--- src/rtl/dla_pkg.sv ---
// Shared definitions for the DLA control stage: sequencer states, wrapper
// register map, CFG field positions and config strobe bit indices.
package dla_pkg;

    typedef enum logic [1:0] {
        IDLE  = 2'd0,
        RUN   = 2'd1,
        DRAIN = 2'd2,
        FIN   = 2'd3
    } state_t;

    localparam logic [31:0] CFG0_ADDR   = 32'h6000_0000;
    localparam logic [31:0] CFG1_ADDR   = 32'h6000_0004;
    localparam logic [31:0] STATUS_ADDR = 32'h6000_0008;

    localparam int unsigned CFG0_LEN_LSB  = 0;
    localparam int unsigned CFG0_SEL_BIT  = 16;
    localparam int unsigned CFG0_RELU_BIT = 17;
    localparam int unsigned CFG1_IFM_LSB  = 0;
    localparam int unsigned CFG1_WGT_LSB  = 16;
    localparam int unsigned CMD_START_BIT = 0;
    localparam int unsigned CMD_CLR_BIT   = 1;

    localparam int unsigned WEN_CFG0 = 0;
    localparam int unsigned WEN_CFG1 = 1;
    localparam int unsigned WEN_CMD  = 2;

endpackage

--- src/rtl/dla_mac4.sv ---
// Combinational 4-lane signed int8 multiply with adder tree; 18-bit signed sum.
module dla_mac4 (
    input  logic [31:0]        ifm_word,
    input  logic [31:0]        weight_word,
    output logic signed [17:0] sum
);

    logic signed [7:0]  lane_a;
    logic signed [7:0]  lane_b;
    logic signed [15:0] prod;

    always_comb begin
        sum    = '0;
        lane_a = '0;
        lane_b = '0;
        prod   = '0;
        for (int unsigned i = 0; i < 4; i++) begin
            lane_a = ifm_word[8*i +: 8];
            lane_b = weight_word[8*i +: 8];
            prod   = lane_a * lane_b;
            sum    = sum + 18'(prod);
        end
    end

endmodule

--- src/rtl/dla_ctrl.sv ---
// DLA config registers and dot-product sequencer behind the AXI slave wrapper.
// Optional ReLU on the final result is built when DLA_CTRL_RELU_EN is defined.
module dla_ctrl
    import dla_pkg::*;
#(
    parameter int ADDR_W = 14,
    parameter int LEN_W  = 15,
    parameter int ACC_W  = 32
) (
    input  logic              clk,
    input  logic              rst,
    input  logic [2:0]        config_w_en,
    input  logic [31:0]       w_data,
    output logic              ifm_sel,
    output logic [ADDR_W-1:0] ifm_r_addr,
    output logic [ADDR_W-1:0] weight_r_addr,
    output logic              sram_r_en,
    input  logic [31:0]       ifm_r_data,
    input  logic [31:0]       weight_r_data,
    output logic              busy,
    output logic              done,
    output logic [ACC_W-1:0]  result
);

    state_t                   state;
    logic [LEN_W-1:0]         len;
    logic [LEN_W-1:0]         cnt;
    logic [ADDR_W-1:0]        ifm_base;
    logic [ADDR_W-1:0]        weight_base;
    logic                     relu;
    logic                     vld;
    logic signed [ACC_W-1:0]  acc;
    logic signed [ACC_W-1:0]  acc_next;
    logic signed [ACC_W-1:0]  final_val;
    logic signed [17:0]       mac_sum;
    logic                     cmd_start;
    logic                     cmd_clr;

    dla_mac4 u_mac4 (
        .ifm_word    (ifm_r_data),
        .weight_word (weight_r_data),
        .sum         (mac_sum)
    );

    assign cmd_start = config_w_en[WEN_CMD] & w_data[CMD_START_BIT];
    assign cmd_clr   = config_w_en[WEN_CMD] & w_data[CMD_CLR_BIT];

    // vld marks the cycle in which the word issued one cycle earlier is on the read bus
    always_comb begin
        acc_next = acc;
        if (vld)
            acc_next = acc + ACC_W'(mac_sum);
    end

`ifdef DLA_CTRL_RELU_EN
    always_comb begin
        final_val = acc_next;
        if (relu && acc_next[ACC_W-1])
            final_val = '0;
    end
    logic unused_bits;
    assign unused_bits = ^{w_data[31:30], w_data[15]};
`else
    always_comb final_val = acc_next;
    logic unused_bits;
    assign unused_bits = ^{w_data[31:30], w_data[15], relu};
`endif

    always_ff @(posedge clk or posedge rst) begin
        if (rst) begin
            state         <= IDLE;
            len           <= '0;
            cnt           <= '0;
            ifm_base      <= '0;
            weight_base   <= '0;
            relu          <= 1'b0;
            ifm_sel       <= 1'b0;
            vld           <= 1'b0;
            acc           <= '0;
            ifm_r_addr    <= '0;
            weight_r_addr <= '0;
            sram_r_en     <= 1'b0;
            busy          <= 1'b0;
            done          <= 1'b0;
            result        <= '0;
        end else begin
            vld <= sram_r_en;
            acc <= acc_next;

            if (!busy) begin
                if (config_w_en[WEN_CFG0]) begin
                    len     <= w_data[CFG0_LEN_LSB +: LEN_W];
                    ifm_sel <= w_data[CFG0_SEL_BIT];
                    relu    <= w_data[CFG0_RELU_BIT];
                end
                if (config_w_en[WEN_CFG1]) begin
                    ifm_base    <= w_data[CFG1_IFM_LSB +: ADDR_W];
                    weight_base <= w_data[CFG1_WGT_LSB +: ADDR_W];
                end
            end

            case (state)
                IDLE, FIN: begin
                    state <= IDLE;
                    if (cmd_start) begin
                        acc  <= '0;
                        done <= 1'b0;
                        if (len == '0) begin
                            state  <= FIN;
                            done   <= 1'b1;
                            result <= '0;
                        end else begin
                            state         <= RUN;
                            busy          <= 1'b1;
                            sram_r_en     <= 1'b1;
                            ifm_r_addr    <= ifm_base;
                            weight_r_addr <= weight_base;
                            cnt           <= len;
                        end
                    end
                end
                RUN: begin
                    if (cnt == LEN_W'(1)) begin
                        state     <= DRAIN;
                        sram_r_en <= 1'b0;
                    end else begin
                        cnt           <= cnt - LEN_W'(1);
                        ifm_r_addr    <= ifm_r_addr + ADDR_W'(1);
                        weight_r_addr <= weight_r_addr + ADDR_W'(1);
                    end
                end
                DRAIN: begin
                    state  <= FIN;
                    busy   <= 1'b0;
                    done   <= 1'b1;
                    result <= final_val;
                end
                default: state <= IDLE;
            endcase

            // a clear outranks both start and completion in the same cycle
            if (cmd_clr)
                done <= 1'b0;
        end
    end

endmodule

--- config.mk ---
export PLATFORM = sky130hd
export DESIGN_NAME = dla_ctrl
export DESIGN_NICKNAME = d
export VERILOG_FILES = /design/src/rtl/dla_pkg.sv /design/src/rtl/dla_mac4.sv /design/src/rtl/dla_ctrl.sv
export SDC_FILE = /design/constraint.sdc
export NUM_CORES = 1
export LEC_CHECK = 0
export CAP_MARGIN = 20
export CORE_MARGIN = 5
export CORE_UTILIZATION = 25
export DETAILED_ROUTE_END_ITERATION = 6
export HOLD_SLACK_MARGIN = 0.03
export SLEW_MARGIN = 40
export SYNTH_ARGS = -nofsm -noshare
export SYNTH_HDL_FRONTEND = slang
export SYNTH_SLANG_ARGS = --single-unit
--- constraint.sdc ---
create_clock -name clk -period 8.45 [get_ports clk]
set_input_delay 1.69 -clock clk [delete_from_list [all_inputs] [get_ports clk]]
set_output_delay 1.69 -clock clk [all_outputs]
set_load 0.02 [all_outputs]
# --- Word level (Yosys, flattened, before mapping) ---
# Index checks and enable logic that the tools add are counted.
word_totals:
  reg_bits: 157
  out_inout_bits: 64
  input_bits: 101
  wordCells: 82
classes:
  n_eq_ne: 10
  n_bitwise: 3
  n_reduce_logical: 13
  multipliers: 4
  addsub: 7
  mux: 31
op_table:
  columns: ["op", "count"]
  rows:
  - ["32-bit 2-to-1 mux", 5]
  - ["14-bit 2-to-1 mux", 6]
  - ["8-bit by 8-bit multiplier with 16-bit output", 4]
  - ["32-bit one-hot mux with 2 select lines", 1]
  - ["14-bit one-hot mux with 2 select lines", 2]
  - ["15-bit 2-to-1 mux", 3]
  - ["32-bit by 18-bit adder with 32-bit output", 1]
  - ["15-bit one-hot mux with 2 select lines", 1]
  - ["14-bit by 1-bit adder with 14-bit output, second input constant", 2]
  - ["17-bit by 16-bit adder with 18-bit output", 1]
  - ["18-bit by 16-bit adder with 18-bit output", 1]
  - ["16-bit by 16-bit adder with 17-bit output", 1]
  - ["15-bit by 1-bit equality test with 1-bit output, second input constant", 1]
  - ["15-bit zero test", 1]
  - ["15-bit by 1-bit subtractor with 15-bit output, second input constant", 1]
  - ["2-bit != test, second input constant", 5]
  - ["4-bit AND reduction", 2]
  - ["1-bit 2-to-1 mux", 6]
  - ["2-bit 2-to-1 mux", 3]
  - ["1-bit one-hot mux with 2 select lines", 3]
  - ["2-bit one-hot mux with 3 select lines", 1]
  - ["2-bit AND reduction", 3]
  - ["3-bit AND reduction", 2]
  - ["2-bit equality test, second input constant", 2]
  - ["other kinds (8)", 10]

# --- Logic depth before layout (Yosys ltp) ---
# Gate-level depths: netlist of the first run.
depth:
  depth_word: 8
  ltp_mapped: 29
  depth_no_buf: 26

# --- Hierarchy ---
# From an unflattened synthesis of the first run, not the netlist that was laid out.
unflattened:
  cells_unflattened: 2032
  hier_area_um2: 19715.2
by_module_without_submodules:
  columns: ["mod", "seq_area_each_um2", "area_per_inst_um2", "instances", "cells_per_inst"]
  rows:
  - ["dla_mac4", 0.0, 10908.0, 1, 1113]
  - ["dla_ctrl", 3928.8, 8807.2, 1, 919]

# --- Worst setup path after synthesis of the first run ---
# OpenSTA, ideal clock, no wires.
synth_timing:
  path_type: "input to register"
  startpoint: "input port weight_r_data[0]"
  endpoint: "register result[25]"
  path_buffers: 0
  arrival_ns: 8.695
  required_time_ns: 8.320
  stages: 26
  setup_slack_ns: -0.375
  cell_sequence: "nand2_1 inv_1 fa_1 inv_1 fa_1 inv_1 fa_1 inv_1 fa_1 inv_1 fa_1 fa_1 fa_1 inv_1 fa_1 inv_1 ha_1 a21oi_1 nand2_1 o2111ai_2 a21oi_4 a211o_1 a21o_1 xor2_1 mux2i_1 o21ai_1"
synth_via:
  elab_chain_cells: 7
synth_rtl:
  columns: ["item", "line_no", "text"]
  rows:
  - ["from (decl)", "dla_ctrl.sv:19", "input logic [31:0] weight_r_data,"]
  - ["8-bit by 8-bit multiplier with 16-bit output", "dla_mac4.sv:20", "prod = lane_a * lane_b;"]
  - ["16-bit by 16-bit adder with 17-bit output", "dla_mac4.sv:21", "sum = sum + 18'(prod);"]
  - ["17-bit by 16-bit adder with 18-bit output", "dla_mac4.sv:21", null]
  - ["18-bit by 16-bit adder with 18-bit output", "dla_mac4.sv:21", null]
  - ["32-bit by 18-bit adder with 32-bit output", "dla_ctrl.sv:52", "acc_next = acc + ACC_W'(mac_sum);"]
  - ["32-bit 2-to-1 mux", "dla_ctrl.sv:51", "if (vld)"]
  - ["32-bit one-hot mux with 2 select lines", "dla_ctrl.sv:102", "case (state)"]
  - ["to (signal assigned)", "dla_ctrl.sv:136", "result <= final_val;"]
  - ["to (decl)", "dla_ctrl.sv:22", "output logic [ACC_W-1:0] result"]
# No other way between the ends.
# A chain may end at the register's enable or synchronous reset.

# --- Final worst setup path of the first run ---
layout_timing:
  startpoint: "input port ifm_r_data[15]"
  endpoint: "register result[31]"
layout_via:
  elab_chain_cells: 7
layout_rtl:
  columns: ["item", "line_no", "text"]
  rows:
  - ["from (decl)", "dla_ctrl.sv:18", "input logic [31:0] ifm_r_data,"]
  - ["8-bit by 8-bit multiplier with 16-bit output", "dla_mac4.sv:20", null]
  - ["16-bit by 16-bit adder with 17-bit output", "dla_mac4.sv:21", null]
  - ["17-bit by 16-bit adder with 18-bit output", "dla_mac4.sv:21", null]
  - ["18-bit by 16-bit adder with 18-bit output", "dla_mac4.sv:21", null]
  - ["32-bit by 18-bit adder with 32-bit output", "dla_ctrl.sv:52", null]
  - ["32-bit 2-to-1 mux", "dla_ctrl.sv:51", null]
  - ["32-bit one-hot mux with 2 select lines", "dla_ctrl.sv:102", null]
# No other way between the ends.

==> flow_metrics.env, run 1 <==
export IMPL_synth_distinct_cells=51
export IMPL_grt_remaining_overflow=0
export IMPL_critPathSlowestCell="fa_2"
export IMPL_slew_headroom=0.4711
export IMPL_cp_start_kind="input pin"
export IMPL_multiInputGateArea_um2=16350
export IMPL_synth_area_um2=21980
export IMPL_grt_antenna_before_repair=10
export IMPL_netlist_area_leader_share=0.4153
export IMPL_cts_made_buffers=17
export IMPL_initial_utilization=0.2526
export IMPL_synth_seq_cells=157
export IMPL_cts_tree="yes"
export IMPL_setup_violations=0
export IMPL_final_max_slew_viol_count=0
export IMPL_drc=0
export IMPL_postCtsHoldBufs=0
export IMPL_synth_fp_nets=2861
export IMPL_cts_root_buf="clkbuf_16"
export IMPL_async_flop_share=1.000
export IMPL_dieArea_um2=93950
export IMPL_cp_cell_sequence="buf_2, and2_4, fa_2, inv_2, fa_1, fa_2, fa_2, fa_2, clkinv_4, fa_1, fa_1, inv_1, fa_1, inv_1, ha_4, and3_4, a31oi_1, o21ai_1, or3_1, a21oi_2, o21bai_1, a21oi_2, mux2i_1, o31ai_2"
export IMPL_route_met3_wl_mm=3.619
export IMPL_grtUsageTotal=0.1247
export IMPL_hold_end="vld$_DFF_PP0_"
export IMPL_end_kind="flip-flop"
export IMPL_tightestPinTransition_ps=793.4
export IMPL_area_growth_syn_to_layout_pct=26.80
export IMPL_maxCapViolCount=0
export IMPL_drive_gt1_frac=0.1751
export IMPL_synth_avg_cell_area_um2=10.12
export IMPL_status="finished, final reports clean"
export IMPL_viasPerCell=4.222
export IMPL_clock_sinks=157
export IMPL_grt_pass1_vias=17096
export IMPL_worst_r2r_endpoint="result[30]$_DFFE_PP0P_"
export IMPL_yosysWarnings=0
export IMPL_min_from="sram_r_en$_DFFE_PP0P_"
export IMPL_cp_max_fo=6
export IMPL_yosysTopAreaCell="fa_1"
export IMPL_routed_wirelength_mm=57.35
export IMPL_ys_top_cells_by_count="inv_1, fa_1, nand2_1"
export IMPL_yosysMostFrequentCell="inv_1"
export IMPL_clockBufferDepth=2
export IMPL_highest_layer="met5"
export IMPL_clkTransAtPathRegs_ps=70
export IMPL_reg2reg_from="acc[5]$_DFF_PP0_"
export IMPL_final_core_util=0.3203
export IMPL_grt_pass1_wl_mm=94.07
export IMPL_reg2reg_depth=24
export IMPL_place_congestion=0.8593
export IMPL_max_stage_delay_ps=680
export IMPL_clock_latency_ps=440
export IMPL_synth_cells=2171
export IMPL_cp_arrival_ps=8540
export IMPL_clock_fmax_mhz=121.5
export IMPL_hold_class="reg -> reg"
export IMPL_cts_htree_levels=4
export IMPL_hold_viol=0
export IMPL_fp_dieW_um=306.5
export IMPL_rrSetupSlack_ps=1620
export IMPL_coreArea_um2=87020
export IMPL_ys_flop_type="dfrtp_1"
export IMPL_wl_met1_mm=26.62
export IMPL_wl_per_cell_um=15.46
export IMPL_final_nets=3230
export IMPL_synth_edf_count=0
export IMPL_die_h_um=306.5
export IMPL_fillers=8988
export IMPL_ys_seq_area_frac=0.1788
export IMPL_drtIter0Drc=817
export IMPL_critPathKind="in -> reg"
export IMPL_ioPinCount=165
export IMPL_portBuffers=161
export IMPL_finalCritPeriodShare=0.9740
export IMPL_drtAntennaViolNets=0
export IMPL_dr_wl_met2_mm=26.57
export IMPL_whs_path_depth=0
export IMPL_seqCellArea_um2=3930
export IMPL_skew_ps=10.40
export IMPL_required_ps=8760
export IMPL_fin_crit_ps=8230
export IMPL_grt_max_degree=97
export IMPL_rows=108
export IMPL_synthTopCellsByArea="fa_1, dfrtp_1, inv_1"
export IMPL_vias=15665
export IMPL_drt_pass1_iter_count=5
export IMPL_hpwl_mm=49.39
## final cells by class
class | instances | area share
well taps | 1155 | 0.05185
diodes | 2 | 0.0001796
inverters | 529 | 0.07224
clock inverters | 12 | 0.005567
flip-flops and latches | 157 | 0.1410
clock buffers | 20 | 0.01603
multi-input cells | 1441 | 0.5866
repair buffers | 394 | 0.1266
## logic make-up (layout without fill, tap and decap cells)
kind of cell / count (synthesis) / after routing / share of synthesized area
fa+ha+maj: 589 / 589 / 0.4911
flops: 157 / 157 / 0.1788
mux: 79 / 79 / 0.03848
compound gates: 256 / 256 / 0.06820
other cells: 0 / 2 / 0
xor+xnor: 41 / 41 / 0.01634
simple gates: 476 / 476 / 0.1091
buf+inv: 573 / 955 / 0.09803
## state kept, by name, indices dropped and copies added (netlist names), 2 cells and up, named ones only
signal,flops
result,32
acc,30
cnt,15
len,15
ifm_base,14
ifm_r_addr,14
weight_base,14
weight_r_addr,14
state,2
## worst max path at each step
stage	cells after the start	startpoint	slack, ps	to
finish	24	ifm_r_data[15]	220	result[31]$_DFFE_PP0P_
global route	27	weight_r_data[3]	-10	result[31]$_DFFE_PP0P_
CTS	24	weight_r_data[23]	0.2	result[31]$_DFFE_PP0P_
detailed placement	25	ifm_r_data[7]	-860	result[30]$_DFFE_PP0P_
global placement	25	ifm_r_data[7]	-790	result[30]$_DFFE_PP0P_
floorplan	25	weight_r_data[1]	40	result[25]$_DFFE_PP0P_
## per-layer routing
metal  vias up  global-route usage
met5         -                   0
met4         4             0.01647
met2       290              0.2007
li1       7339                   -
met1      7991              0.1802
met3        41             0.02485
## cells in the final DEF (no fill, tap or decap), types with 10 or more instances in the layout
cell / Yosys / final
a21o_1: 11 / 11
fa_2: 0 / 25
nor2b_1: 21 / 19
nor2_1: 55 / 53
buf_6: 0 / 15
a21oi_2: 2 / 12
o21ai_0: 60 / 58
dlymetal6s2s_1: 0 / 27
nand2b_1: 19 / 18
a21oi_1: 93 / 81
xnor2_1: 27 / 26
clkbuf_16: 0 / 18
ha_1: 133 / 117
ha_4: 0 / 14
inv_1: 529 / 514
o22ai_1: 32 / 32
buf_4: 0 / 206
dfrtp_1: 157 / 156
o21ai_1: 22 / 20
mux2i_1: 35 / 32
xor2_1: 14 / 14
clkdlybuf4s50_1: 0 / 98
and2_1: 137 / 131
clkbuf_2: 0 / 18
mux2_2: 44 / 44
buf_12: 0 / 10
fa_1: 456 / 431
nand3_1: 26 / 26
nand2_1: 183 / 176
## stage by stage
step / cells / worst slack (ps) / area, um^2 / hold slack [ps] / setup TNS [ps]
global route: 3708 / -14.27 / 27860 / 489.8 / -33.58
global placement: 3658 / -792.3 / 26670 / 455.8 / -27530
finish: 3710 / 219.9 / 27870 / 469.1 / 0
floorplan: 2171 / 39.42 / 22020 / 475.2 / 0
detailed placement: 3658 / -862.5 / 26670 / 452.7 / -28170
CTS: 3696 / 0.1732 / 27510 / 472.3 / 0
## worst max-delay path, delay by kind of cell
| family | cells | cell delay (ps) |
|---|---|---|
| adder cells (fa/ha/maj) | 9 | 4680 |
| AO/OA/AOI/OAI | 6 | 750 |
| AND/OR/NAND/NOR | 3 | 720 |
| buffers and inverters | 5 | 410 |
| multiplexers | 1 | 270 |
## timing repair
action                                  4_1_cts  5_1_grt
buffers inserted                              5       12
endpoints found under the setup margin       39       42
resized for setup                            75      157
pin swaps                                    37       79
cloned                                        1        1
Power of run 1 is not shown: default switching activity piles up to over one toggle a cycle in this logic, so the estimate is an artifact.
==> run 2, diff against run 1 <==
Settings changed: SKIP_CTS_REPAIR_TIMING from default to 1, SLEW_MARGIN 40 to 10.
Clock period 8.45 ns to 7.3 ns, I/O delays scaled along.
==> flow_metrics.env, run 2 (synthesis results as in run 1) <==
export IMPL_slew_headroom=0.4191
export IMPL_whs_path_depth=0
export IMPL_regMostFlops="result"
export IMPL_final_max_slew_viol_count=0
export IMPL_end_kind="flip-flop"
export IMPL_routed_wirelength_mm=59.33
export IMPL_viasPerCell=4.213
export IMPL_clock_latency_ps=450
export IMPL_final_common_cell="inv_1"
export IMPL_grt_antenna_before_repair=3
export IMPL_cts_made_buffers=17
export IMPL_place_congestion=0.8489
export IMPL_final_cell_count_no_fill=3735
export IMPL_die_h_um=306.5
export IMPL_rows=108
export IMPL_hpwl_mm=49.96
export IMPL_fp_dieW_um=306.5
export IMPL_cp_arrival_ps=8220
export IMPL_path_buf_inv=8
export IMPL_grt_pass1_wl_mm=94.94
export IMPL_multiInputGateArea_um2=16600
export IMPL_drtIter0Drc=559
export IMPL_grt_max_degree=86
export IMPL_layout_setup_ws_ps=-608.5
export IMPL_cts_tree="yes"
export IMPL_critPathSlowestCell="fa_1"
export IMPL_violations="setup timing"
export IMPL_critPathKind="in -> reg"
export IMPL_path_common_cell="fa_1"
export IMPL_grt_remaining_overflow=0
export IMPL_clockBufferDepth=2
export IMPL_clock_fmax_mhz=126.4
export IMPL_tightestPinTransition_ps=871.3
export IMPL_clock_sinks=157
export IMPL_hold_class="reg -> reg"
export IMPL_min_from="sram_r_en$_DFFE_PP0P_"
export IMPL_cts_root_buf="clkbuf_16"
export IMPL_coreArea_um2=87020
export IMPL_critPathTopFamily="adder cells"
export IMPL_seqCellArea_um2=3930
export IMPL_layout_common_cells="inv_1, fa_1, buf_4"
export IMPL_grt_pass1_vias=17004
export IMPL_initial_utilization=0.2526
export IMPL_dpl_cell_area_um2=26930
export IMPL_max_stage_delay_ps=570
export IMPL_fin_crit_ps=7908
export IMPL_status="finished with violations"
export IMPL_final_nets=3257
export IMPL_reg2reg_depth=24
export IMPL_rsz0062_at_grt="yes"
export IMPL_final_core_util=0.3288
export IMPL_vias=15736
export IMPL_preCtsSetupSlack_ps=-1580
export IMPL_dieArea_um2=93950
export IMPL_drt_pass1_iter_count=5
export IMPL_finalCritPeriodShare=1.083
export IMPL_maxCapViolCount=0
export IMPL_drive_gt1_frac=0.2035
export IMPL_skew_ps=13.26
export IMPL_hold_end="vld$_DFF_PP0_"
export IMPL_area_growth_syn_to_layout_pct=30.18
export IMPL_cp_start_kind="input pin"
export IMPL_top_regs="result: 32 flops, acc: 30 flops"
export IMPL_reg2reg_from="acc[6]$_DFF_PP0_"
export IMPL_largest_register_ffs=32
export IMPL_rrSetupSlack_ps=340
export IMPL_portBuffers=161
export IMPL_hold_viol=0
export IMPL_cp_max_fo=6
export IMPL_n_antenna_cell=0
export IMPL_worst_r2r_endpoint="acc[25]$_DFF_PP0_"
export IMPL_setup_violations=46
export IMPL_drc=0
export IMPL_drtAntennaViolNets=0
export IMPL_ioPinCount=165
export IMPL_dp_cells=3667
export IMPL_grtUsageTotal=0.1266
export IMPL_fillers=8929
export IMPL_wl_per_cell_um=15.88
export IMPL_cts_htree_levels=4
export IMPL_clkTransAtPathRegs_ps=60
export IMPL_required_ps=7620
export IMPL_final_area_um2=28610
[run 2: area by class of cell]
cell class | count | share of cell area
inverter | 529 | 0.07036
sequential | 157 | 0.1374
multi-input combinational | 1441 | 0.5801
timing repair buffer | 421 | 0.1386
clock inverter | 14 | 0.007740
clock buffer | 18 | 0.01535
tap | 1155 | 0.05051
[run 2: metrics by stage]
| step | TNS (ps) | hold WS (ps) |
|---|---|---|
| 2_1_floorplan | -20620 | 475.2 |
| 3_3_place_gp | -66650 | 430.9 |
| 3_5_place_dp | -66750 | 443.6 |
| 4_1_cts | -41710 | 457.9 |
| 5_1_grt | -32810 | 475.8 |
| 6_report | -21710 | 439.6 |
[run 2: metal layers]
layer	global-route usage	wire, um	up-vias
met5	0	24	-
met4	0.02133	773	4
met3	0.03558	3673	58
met2	0.2043	27560	310
met1	0.1739	27290	7976
li1	-	-	7388
[run 2: worst max-delay path by stage]
| stage | from | end | slack (ps) | cells past startpoint |
|---|---|---|---|---|
| 5_1_grt | weight_r_data[1] | acc[25]$_DFF_PP0_ | -890 | 27 |
| 2_1_floorplan | weight_r_data[4] | result[31]$_DFFE_PP0P_ | -770 | 25 |
| 3_5_place_dp | weight_r_data[1] | result[27]$_DFFE_PP0P_ | -1580 | 27 |
| 3_3_place_gp | weight_r_data[1] | result[27]$_DFFE_PP0P_ | -1550 | 25 |
| 4_1_cts | weight_r_data[1] | result[27]$_DFFE_PP0P_ | -1110 | 27 |
| 6_report | weight_r_data[1] | acc[25]$_DFF_PP0_ | -610 | 27 |
Power of run 2 is left out for the same reason.
==> run 3, diff against run 2 <==
Settings changed: CTS_CLUSTER_DIAMETER from default to 120.
==> results of run 3 <==
The final DEF is identical to that of run 2; final timing and power are the same.
Power of run 3 is left out for the same reason.
